<file path="src/rtl/lvds_rx.sv">
// Serial-to-parallel receiver with training-pattern word alignment (HUNT/VERIFY/LOCKED).
// Optional alignment-failure counter is enabled by defining LVDS_RX_ERR_CNT_EN.
module lvds_rx #(
    parameter int                    DATA_WIDTH    = 10,
    parameter logic [DATA_WIDTH-1:0] TRAIN_PATTERN = 10'b1111100000,
    parameter int                    LOCK_COUNT    = 4
) (
    input  logic                  clk,
    input  logic                  reset_n,
    input  logic                  datain_p,
    input  logic                  datain_n,
    input  logic                  align_req,
    output logic [DATA_WIDTH-1:0] rx_data,
    output logic                  rx_valid,
    output logic                  locked,
    output logic [7:0]            err_cnt,
    output logic [1:0]            fsm_state
);

    localparam int              PW          = $clog2(DATA_WIDTH);
    localparam logic [PW-1:0]   LAST_PHASE  = PW'(DATA_WIDTH - 1);
    localparam logic [PW-1:0]   PHASE_ONE   = PW'(1);
    localparam logic [3:0]      LOCK_TARGET = 4'(LOCK_COUNT);

    typedef enum logic [1:0] {
        HUNT   = 2'd0,
        VERIFY = 2'd1,
        LOCKED = 2'd2
    } state_t;

    state_t                state_q;
    state_t                state_d;
    logic                  bit_r;
    logic [DATA_WIDTH-1:0] sr;
    logic [PW-1:0]         phase_q;
    logic [PW-1:0]         phase_d;
    logic [3:0]            match_q;
    logic [3:0]            match_d;
    logic [DATA_WIDTH-1:0] rx_data_d;
    logic                  rx_valid_d;
    logic                  err_inc;
    logic                  boundary;
    logic                  pattern_hit;

    // The complement leg carries no information once the pair is received single-ended.
    logic unused_datain_n;
    assign unused_datain_n = datain_n;

    // Input capture and MSB-first shift register.
    always_ff @(posedge clk or negedge reset_n) begin
        if (!reset_n) begin
            bit_r <= 1'b0;
            sr    <= '0;
        end else begin
            bit_r <= datain_p;
            sr    <= {sr[DATA_WIDTH-2:0], bit_r};
        end
    end

    // The cycle whose phase is about to wrap holds a complete word in sr.
    assign boundary    = (phase_q == LAST_PHASE);
    assign pattern_hit = (sr == TRAIN_PATTERN);

    always_comb begin
        state_d    = state_q;
        phase_d    = phase_q;
        match_d    = match_q;
        rx_data_d  = rx_data;
        rx_valid_d = 1'b0;
        err_inc    = 1'b0;

        if (align_req) begin
            state_d = HUNT;
            phase_d = '0;
            match_d = '0;
        end else begin
            case (state_q)
                HUNT: begin
                    phase_d = '0;
                    match_d = '0;
                    if (pattern_hit) begin
                        match_d = 4'd1;
                        state_d = (LOCK_TARGET == 4'd1) ? LOCKED : VERIFY;
                    end
                end
                VERIFY: begin
                    phase_d = boundary ? '0 : phase_q + PHASE_ONE;
                    if (boundary) begin
                        if (pattern_hit) begin
                            match_d = match_q + 4'd1;
                            if (match_q + 4'd1 == LOCK_TARGET) begin
                                state_d = LOCKED;
                            end
                        end else begin
                            state_d = HUNT;
                            phase_d = '0;
                            match_d = '0;
                            err_inc = 1'b1;
                        end
                    end
                end
                LOCKED: begin
                    phase_d = boundary ? '0 : phase_q + PHASE_ONE;
                    if (boundary) begin
                        rx_data_d  = sr;
                        rx_valid_d = 1'b1;
                    end
                end
                default: begin
                    state_d = HUNT;
                    phase_d = '0;
                    match_d = '0;
                end
            endcase
        end
    end

    always_ff @(posedge clk or negedge reset_n) begin
        if (!reset_n) begin
            state_q  <= HUNT;
            phase_q  <= '0;
            match_q  <= '0;
            rx_data  <= '0;
            rx_valid <= 1'b0;
        end else begin
            state_q  <= state_d;
            phase_q  <= phase_d;
            match_q  <= match_d;
            rx_data  <= rx_data_d;
            rx_valid <= rx_valid_d;
        end
    end

    assign locked    = (state_q == LOCKED);
    assign fsm_state = state_q;

`ifdef LVDS_RX_ERR_CNT_EN
    logic [7:0] err_q;

    // Saturating count of VERIFY mismatches; only reset clears it.
    always_ff @(posedge clk or negedge reset_n) begin
        if (!reset_n) begin
            err_q <= 8'd0;
        end else if (err_inc && (err_q != 8'hFF)) begin
            err_q <= err_q + 8'd1;
        end
    end

    assign err_cnt = err_q;
`else
    logic unused_err_inc;
    assign unused_err_inc = err_inc;
    assign err_cnt        = 8'd0;
`endif

endmodule
</file>
<file path="config.mk">
export PLATFORM = sky130hd
export DESIGN_NAME = lvds_rx
export DESIGN_NICKNAME = d
export VERILOG_FILES = /design/src/rtl/lvds_rx.sv
export SDC_FILE = /design/constraint.sdc
export NUM_CORES = 1
export LEC_CHECK = 0
export CAP_MARGIN = 20
export CORE_AREA = 2 2 57 59
export DETAILED_ROUTE_END_ITERATION = 10
export DIE_AREA = 0 0 59 61
export HOLD_SLACK_MARGIN = 0.06
export PLACE_DENSITY = 0.74
export SYNTH_ARGS = -nofsm -noshare
export SYNTH_HDL_FRONTEND = slang
export SYNTH_SLANG_ARGS = --single-unit
</file>
<file path="constraint.sdc">
create_clock -name clk -period 2.45 [get_ports clk]
set_clock_uncertainty 0.05 [all_clocks]
set_input_delay 0.6125 -clock clk [delete_from_list [all_inputs] [get_ports clk]]
set_output_delay 0.6125 -clock clk [all_outputs]
set_load 0.02 [all_outputs]
</file>
==> results.md <==
- Core ar.: 2953 um2
- Synth Area in Simple Gates: 11.62%
- Post-route cell area: 1677 um2
- Largest net degree at the start of global routing: 33
- Post-CTS setup buffers: 0
- Kind of end point of the critical path: flop
- Xor/xnor cell area share of the yosys netlist: 1.232%
- Hold Startpoint: bit_r
- WL per Instance: 12.54 um
- CTS root buffer: clkbuf_4
- Initial DRC Count: 8
- Initial antenna violation count: 0
- # diodes: 0
- # IOs: 27
- Critical path cell sequence: inv_1 > ha_1 > nor4bb_1 > nor2_1 > a221oi_1 > mux2i_1
- Data arrival, critical path: 2420 ps
- Leading area contributor after synthesis: dfrtp_1
- Yosys top cell area share: 56.34%
- Power Dens Cells: 598.2 nW/um2
- Vias/cell: 5.221
- Hpwl dp: 1.586 mm
- Critical Path RT: 2640 ps
- RSZ-0062 raised after global routing: false
- Post-synth cell types: 37
- Fmax achieved: 449.4 MHz
- Die area: 3599 um2
- Largest cells by area after synthesis: dfrtp_1, mux2_2, ha_1
- Layout cell share with drive strength beyond 1: 18.71%
- ANT nets after route: 0
- Syn avg cell area: 12.58 um2
- Power Total: 1.003 mW
- Worst Hold Class: reg -> reg
- Most frequent cells in the layout: dfrtp_1, clkdlybuf4s50_1, mux2_2, ha_1, conb_1
- Max Root-Sink Buffers: 2
- Area Growth Syn to Fin: 17.96%
- Nets: 151
- RR Startpoint: fsm_state[0]
- Slew Viols, Final: 0
- Slowest stage cell on the critical path: nor4bb_1
- Most common cell after layout, fill and taps aside: dfrtp_1
- Synthesized cell area: 1421 um2
- TNS Setup: 0 ps
- Mapped Cells: 113
- Crit. Startpoint: fsm_state[0]
- TritonCTS Buffers: 5
- CTS Sinks: 32
- Synth Area in Compound Gates: 8.539%
- Placed Area: 1618 um2
- Die width: 59 um
- Drc violations: 0
- Synthesis Warnings: 0
- Vias in the first global route: 846
- Final critical-path required period: 2225 ps
- Slowest stage delay, CP: 490 ps
- Slew @ Worst Pin: 498.7 ps
- Setup violators final: 0
- CP Max Fanout: 9
- CTS tree: done
- DP Cell Count: 164
- PortBufs: 17
- First-pass GRT wire length: 3.691 mm
- Vias: 898
- Worst Path Class, Setup: reg -> reg
- Total global routing overflow: 0
- Mux share of post-synthesis cell area: 8.627%
- # Max-Cap Violations: 0
- Pre-Repair DR Iteration Count: 2
- Row cnt: 20
- WL final: 2.157 mm
- Reg clk slew, reported paths: 100 ps
- Sequential-to-total area share from yosys stat: 56.34%
- CP Launch Type: flop
- Fin cells: 172
- Synthesized flop and latch total: 32
- Clk Latency, worst-skew pair: 320 ps
- Max_slew headroom: 66.30%
- Adder-Cell Fraction of Synth Area: 7.042%
- Initial core utilization: 48.14%
- Worst path buffer plus inverter count: 1
- All-Layer GR Usage: 14.22%
- Status: complete, no violations
- Top cell family by delay on the critical path: simple AND/OR/NAND/NOR gates
- Final hold violations: 0
- RD Place Congestion: 0.7847
- Worst hold slack: 306.2 ps
- Peak supply drop: 0.3589 mV
- Leak: 0.7872 nW
- Chip height: 61 um
- H-tree Lvls: 2
- Main combinational cell family by area after synthesis: simple AND/OR/NAND/NOR gates
- Tcrit/Tclk final: 90.83%
- Hold_buf cts: 0
## cells in the mapped netlist, drive strengths merged
library cell / number
dfrtp: 32
mux2: 10
buf: 8
ha: 8
inv: 7
nand2: 5
nor2: 5
a21oi: 3
o21ai: 3
nand3: 2
nand3b: 2
nor4bb: 2
o21bai: 2
a211o: 1
a211oi: 1
a21bo: 1
a221oi: 1
a22o: 1
a31oi: 1
and3b: 1
clkbuf: 1
conb: 1
mux2i: 1
nand2b: 1
nand4: 1
nor2b: 1
nor3b: 1
nor4: 1
o2111ai: 1
o211ai: 1
o41ai: 1
or2b: 1
or3: 1
or4: 1
or4b: 1
xnor2: 1
xor2: 1
## worst register-to-register path: stages (launching register included)
cell,delay [ps]
dfrtp_1,390
inv_1,100
ha_1,270
nor4bb_1,490
nor2_1,250
a221oi_1,360
mux2i_1,240
## power breakdown
part	switching [mW]	internal (mW)
registers	0.0162	0.548
logic	0.0950	0.0603
clock network	0.174	0.110
total	0.285	0.718
## cells by family after synthesis
kind of cell	Yosys count
and+or+nand+nor	26
buffers and inverters	16
adders and majority gates	8
muxes	11
AOI/OAI and AO/OA	17
xor gates and xnor gates	2
other	1
DFF	32
## stage by stage
stage	util (%)	setup WS [ps]
after CTS	56.69	1.331
after floorplan	-	345.6
after global routing	56.78	51.25
final	56.78	224.6
after detailed placement	54.79	166.3
after global placement	54.79	237.2
## flip-flops by register name, indices dropped and copies added (netlist names)
signal     count
rx_data       10
sr            10
fsm_state      2
bit_r          1
rx_valid       1
phase_q        4
match_q        4
## layer usage
| layer | wire (um) | GRT usage, % |
|---|---|---|
| met4 | 24 | 8.442 |
| met5 | 0 | 0 |
| met2 | 1090 | 21.90 |
| met3 | 100 | 4.691 |
| met1 | 941 | 17.54 |
## worst paths after layout
check	depth (start not counted)	slack [ps]	endpoint
max in group asynchronous	2	1450	rx_data[5]
min	0	310	sr[0]
max	6	220	fsm_state[0]
min reg2reg	0	310	sr[0]
min in group asynchronous	2	620	sr[9]
max reg2reg	6	220	fsm_state[0]
## repair_timing
action / CTS / global route
hold endpoints to repair: 0 / 0
endpoints found under the setup margin: 0 / 1
gates resized for setup: 0 / 1
## final cells by class
cell class                 instances  area (um2)
clock buffer                       5       37.54
clock inverter                     3       18.77
inverter                           7       26.28
tap                               33       41.29
timing repair buffer              20       195.2
multi-input combinational         72       556.8
sequential                        32       800.8
fill                             252        1276
Power figures use the tool's default switching activity.
==> edit 1, RTL diff (config.mk and constraints unchanged) <==
Take the reset off `rx_data` and load it in a clocked block of its own.
--- a/src/rtl/lvds_rx.sv
+++ b/src/rtl/lvds_rx.sv
@@ -122,3 +122,2 @@
             match_q  <= '0;
-            rx_data  <= '0;
             rx_valid <= 1'b0;
@@ -128,5 +127,8 @@
             match_q  <= match_d;
-            rx_data  <= rx_data_d;
             rx_valid <= rx_valid_d;
         end
+    end
+
+    always_ff @(posedge clk) begin
+        rx_data <= rx_data_d;
     end
Behaviour: same outputs for any inputs over 10 cycles, from zero or initial values and one cycle with reset_n low; that may be too few to reach the edited logic, so the function may still have changed.
==> edit 1 against the original RTL <==
  * Sequential cell count stayed put
  * Non-clock buffer count rose by 2
  * Routed wire length decreased by 0.51%
  * Total power rose by 13%
  * Area after synthesis shrank 4.0%
  * Sequential power is 4.1% higher
  * Sequential share of layout area increased by 3.6 points
  * Register-to-register slack improved by 0.20 ns
  * Worst setup slack improved by 0.073 ns
  * Design area shrank 1.3%
  * Utilization shrank 0.72 points
  * Clock power up 37%
==> edit 1: results <==
group,metric,value,unit
clock_tree,cts_resized,1,
synth,synth_edf_count,10,
cells_and_area,fillCellCount,272,
placement,dp_slack,0.2516,ns
placement,hpwl,1.553,mm
grt,grt_pass1_wl,3.567,mm
route,drt_pass1_iterations,4,
grt,met3_usage,6.397,%
critical_path,worst-r2r-setup-slack,0.42,ns
timing,holdWs,0.3076,ns
synth,yosys.area_share.adder,7.333,%
route,wl_met3,93,um
cells_and_area,nets,144,
route,drt_wl_total,2.146,mm
synth,ys_seq_area_share,62.33,%
critical_path,cpPeakStageDelay,0.42,ns
status,outcome,"completed",
critical_path,critPathTopFamily,"buffers and inverters",
route,dr_wl_met2,1.066,mm
route,met1_length,986,um
cells_and_area,post-route-cell-area,1655,um^2
synth,synthTopCellsByArea,"dfrtp_1 (40%), edfxtp_1 (22%), ha_1 (7.3%), buf_4 (4.4%), inv_1 (1.9%)",
critical_path,worst_ep_arrival_time,1.49,ns
synth,synth_xor_area_share,1.283,%
grt,grt_pass1_vias,770,
route,drt_iter0_drc,25,
timing,fmax,0.4647,GHz
critical_path,crit_slowest_cell,"dfrtp_1",
edit 1: changes by cell type after synthesis:
| cell | before | now |
|---|---|---|
| clkbuf_1 | 1 | 0 |
| dfrtp_1 | 32 | 22 |
| edfxtp_1 | 0 | 10 |
| mux2_2 | 10 | 0 |
| nor2_1 | 5 | 4 |
| nor2_2 | 0 | 1 |
| nor3b_1 | 1 | 2 |
edit 1: kinds of logic (layout without fill, tap and decap cells):
kind of cell / after synthesis / after routing
AOI/OAI and AO/OA: 17 / 17
xor gates and xnor gates: 2 / 2
adders and majority gates: 8 / 8
buffers and inverters: 15 / 37
DFF: 32 / 32
muxes: 1 / 1
other: 1 / 8
and+or+nand+nor: 27 / 27
edit 1: worst reg2reg max path: cells and delay by family (launching register included):
| family | cells | cell delay, ns |
|---|---|---|
| AND/OR/NAND/NOR | 2 | 0.78 |
| buffers and inverters | 2 | 0.28 |
| AO/OA/AOI/OAI | 2 | 0.18 |
| adder cells (fa/ha/maj) | 1 | 0.26 |
| flip-flops | 1 | 0.40 |
edit 1: report_power, final:
group / internal (W) / leakage (nW) / switching (W)
sequential: 0.000570 / 0.370 / 0.0000169
combinational: 0.0000610 / 0.280 / 0.0000921
clock: 0.000214 / 0.0422 / 0.000175
edit 1: worst paths after layout:
path | endpoint | cells after the start
worst max-delay path | locked | 3
worst min-delay path | sr[0] | 0
worst max register to register | match_q[2] | 7
worst min register to register | sr[0] | 0
max in group asynchronous | sr[1] | 2
min in group asynchronous | fsm_state[1] | 2
edit 1: area by class of cell:
class	instances	area share [%]
Tap cell	33	2.494
Timing Repair Buffer	22	12.47
Inverter	7	1.587
Clock buffer	6	2.494
Multi-Input combinational cell	63	27.44
Clock inverter	2	2.116
Sequential cell	32	51.40
==> edit 2, RTL diff (same settings) <==
Without the edit above. Set the parameter `DATA_WIDTH` to 14 (it was 10).
--- a/src/rtl/lvds_rx.sv
+++ b/src/rtl/lvds_rx.sv
@@ -3,3 +3,3 @@
 module lvds_rx #(
-    parameter int                    DATA_WIDTH    = 10,
+    parameter int                    DATA_WIDTH    = 14,
     parameter logic [DATA_WIDTH-1:0] TRAIN_PATTERN = 10'b1111100000,
Interface: changed (resized rx_data); port bits go from 27 to 31. The function was not compared with the original's and may differ.
==> edit 2 against the original RTL <==
  * Critical path depth is 5 lower
  * Area after synthesis up 17%
  * Total power increased by 16%
  * Final cell count increased by 5.8%
  * Utilization is 8.6 points higher
  * Worst setup slack better by 0.16 ns
  * Critical endpoint is now fsm_state[1]
  * Sequential cell count rose by 8
  * Routed wire length increased by 27%
  * Design area is 15% higher
==> edit 2: results <==
group,metric,value,unit
critical_path,r2r_start,"sr[11]",
pwr,peakVddDrop,0.3356,mV
route,drt_iter0_drc,31,
placement,io_buffers,21,
route,met1_length,1.207,mm
critical_path,worst-r2r-setup-slack,0.49,ns
synth,synthTopCellsByArea,"dfrtp_1 (60%), mux2_2 (9.5%), ha_1 (6.0%), buf_4 (3.6%), o21ai_0 (1.5%)",
critical_path,cp_max_fo,4,
cells_and_area,nets,162,
route,num_vias,986,
pwr,p_comb_share,13.1,%
synth,ys_types,34,
clock_tree,clk_pin_slew,0.12,ns
cells_and_area,reg.largest.list,"rx_data x14, sr x14",
clock_tree,clkLatencyLatePin,0.34,ns
grt,grt_max_degree,41,
critical_path,worst_ep_arrival_time,1.40,ns
pwr,power.share.switching,27.59,%
placement,placed_area,1879,um^2
pwr,power_clock,0.000309,W
grt,grtUsageTotal,18.90,%
critical_path,cpPeakStageDelay,0.63,ns
pwr,power.switching,0.0003213,W
critical_path,r2r_cells,5,
route,dr_wl_met2,1.388,mm
timing,max_slew_margin,43.41,%
grt,met1_usage,23.14,%
placement,place.gp.congestion,0.7497,
placement,hpwl,1.974,mm
status,outcome,"completed",
pwr,p_leak,0.9187,nW
worst_hold_path,hold_class,"in -> async",
edit 2: changes by cell type in the layout (fill, tap and decap cells not counted), sizes merged, moves of 3 or more:
| cell | before | now |
|---|---|---|
| inv | 7 | 4 |
| clkdlybuf4s50 | 16 | 19 |
| dfrtp | 32 | 40 |
| mux2 | 10 | 14 |
edit 2: cell families after synthesis:
family	count (synthesis)	synth area share, %
adders and majority gates	8	6.015
xor gates and xnor gates	3	1.579
other	1	0.2253
AOI/OAI and AO/OA	15	6.015
DFF	40	60.15
and+or+nand+nor	27	11.13
muxes	15	10.08
buffers and inverters	13	4.812
edit 2: final cells by class:
cell class / count / area (um^2) / share of cell area [%]
inverter: 4 / 15.01 / 0.7772
multi-input combinational: 76 / 609.3 / 31.54
clock inverter: 2 / 12.51 / 0.6477
sequential: 40 / 1001 / 51.81
clock buffer: 5 / 37.54 / 1.943
tap: 33 / 41.29 / 2.137
timing repair buffer: 22 / 215.2 / 11.14
edit 2: metrics by stage:
| step | hold slack [ns] | instances | worst slack, ns | utilization [%] |
|---|---|---|---|---|
| detailed placement | 0.2893 | 175 | 0.1910 | 63.64 |
| finish | 0.3124 | 182 | 0.3885 | 65.42 |
| global placement | 0.2863 | 175 | 0.2267 | 63.64 |
| CTS | 0.3154 | 182 | 0.008670 | 65.34 |
| global route | 0.3426 | 182 | 0.3130 | 65.42 |
| floorplan | 0.2669 | 129 | 0.3626 | - |
edit 2: how the worst max path moves through the flow:
stage / startpoint / endpoint / depth (start not counted)
floorplan: fsm_state[0] / rx_data[0] / 5
global placement: align_req / match_q[2] / 5
detailed placement: align_req / match_q[3] / 6
CTS: fsm_state[0] / locked / 3
global route: fsm_state[0] / locked / 3
finish: fsm_state[1] / fsm_state[1] / 1
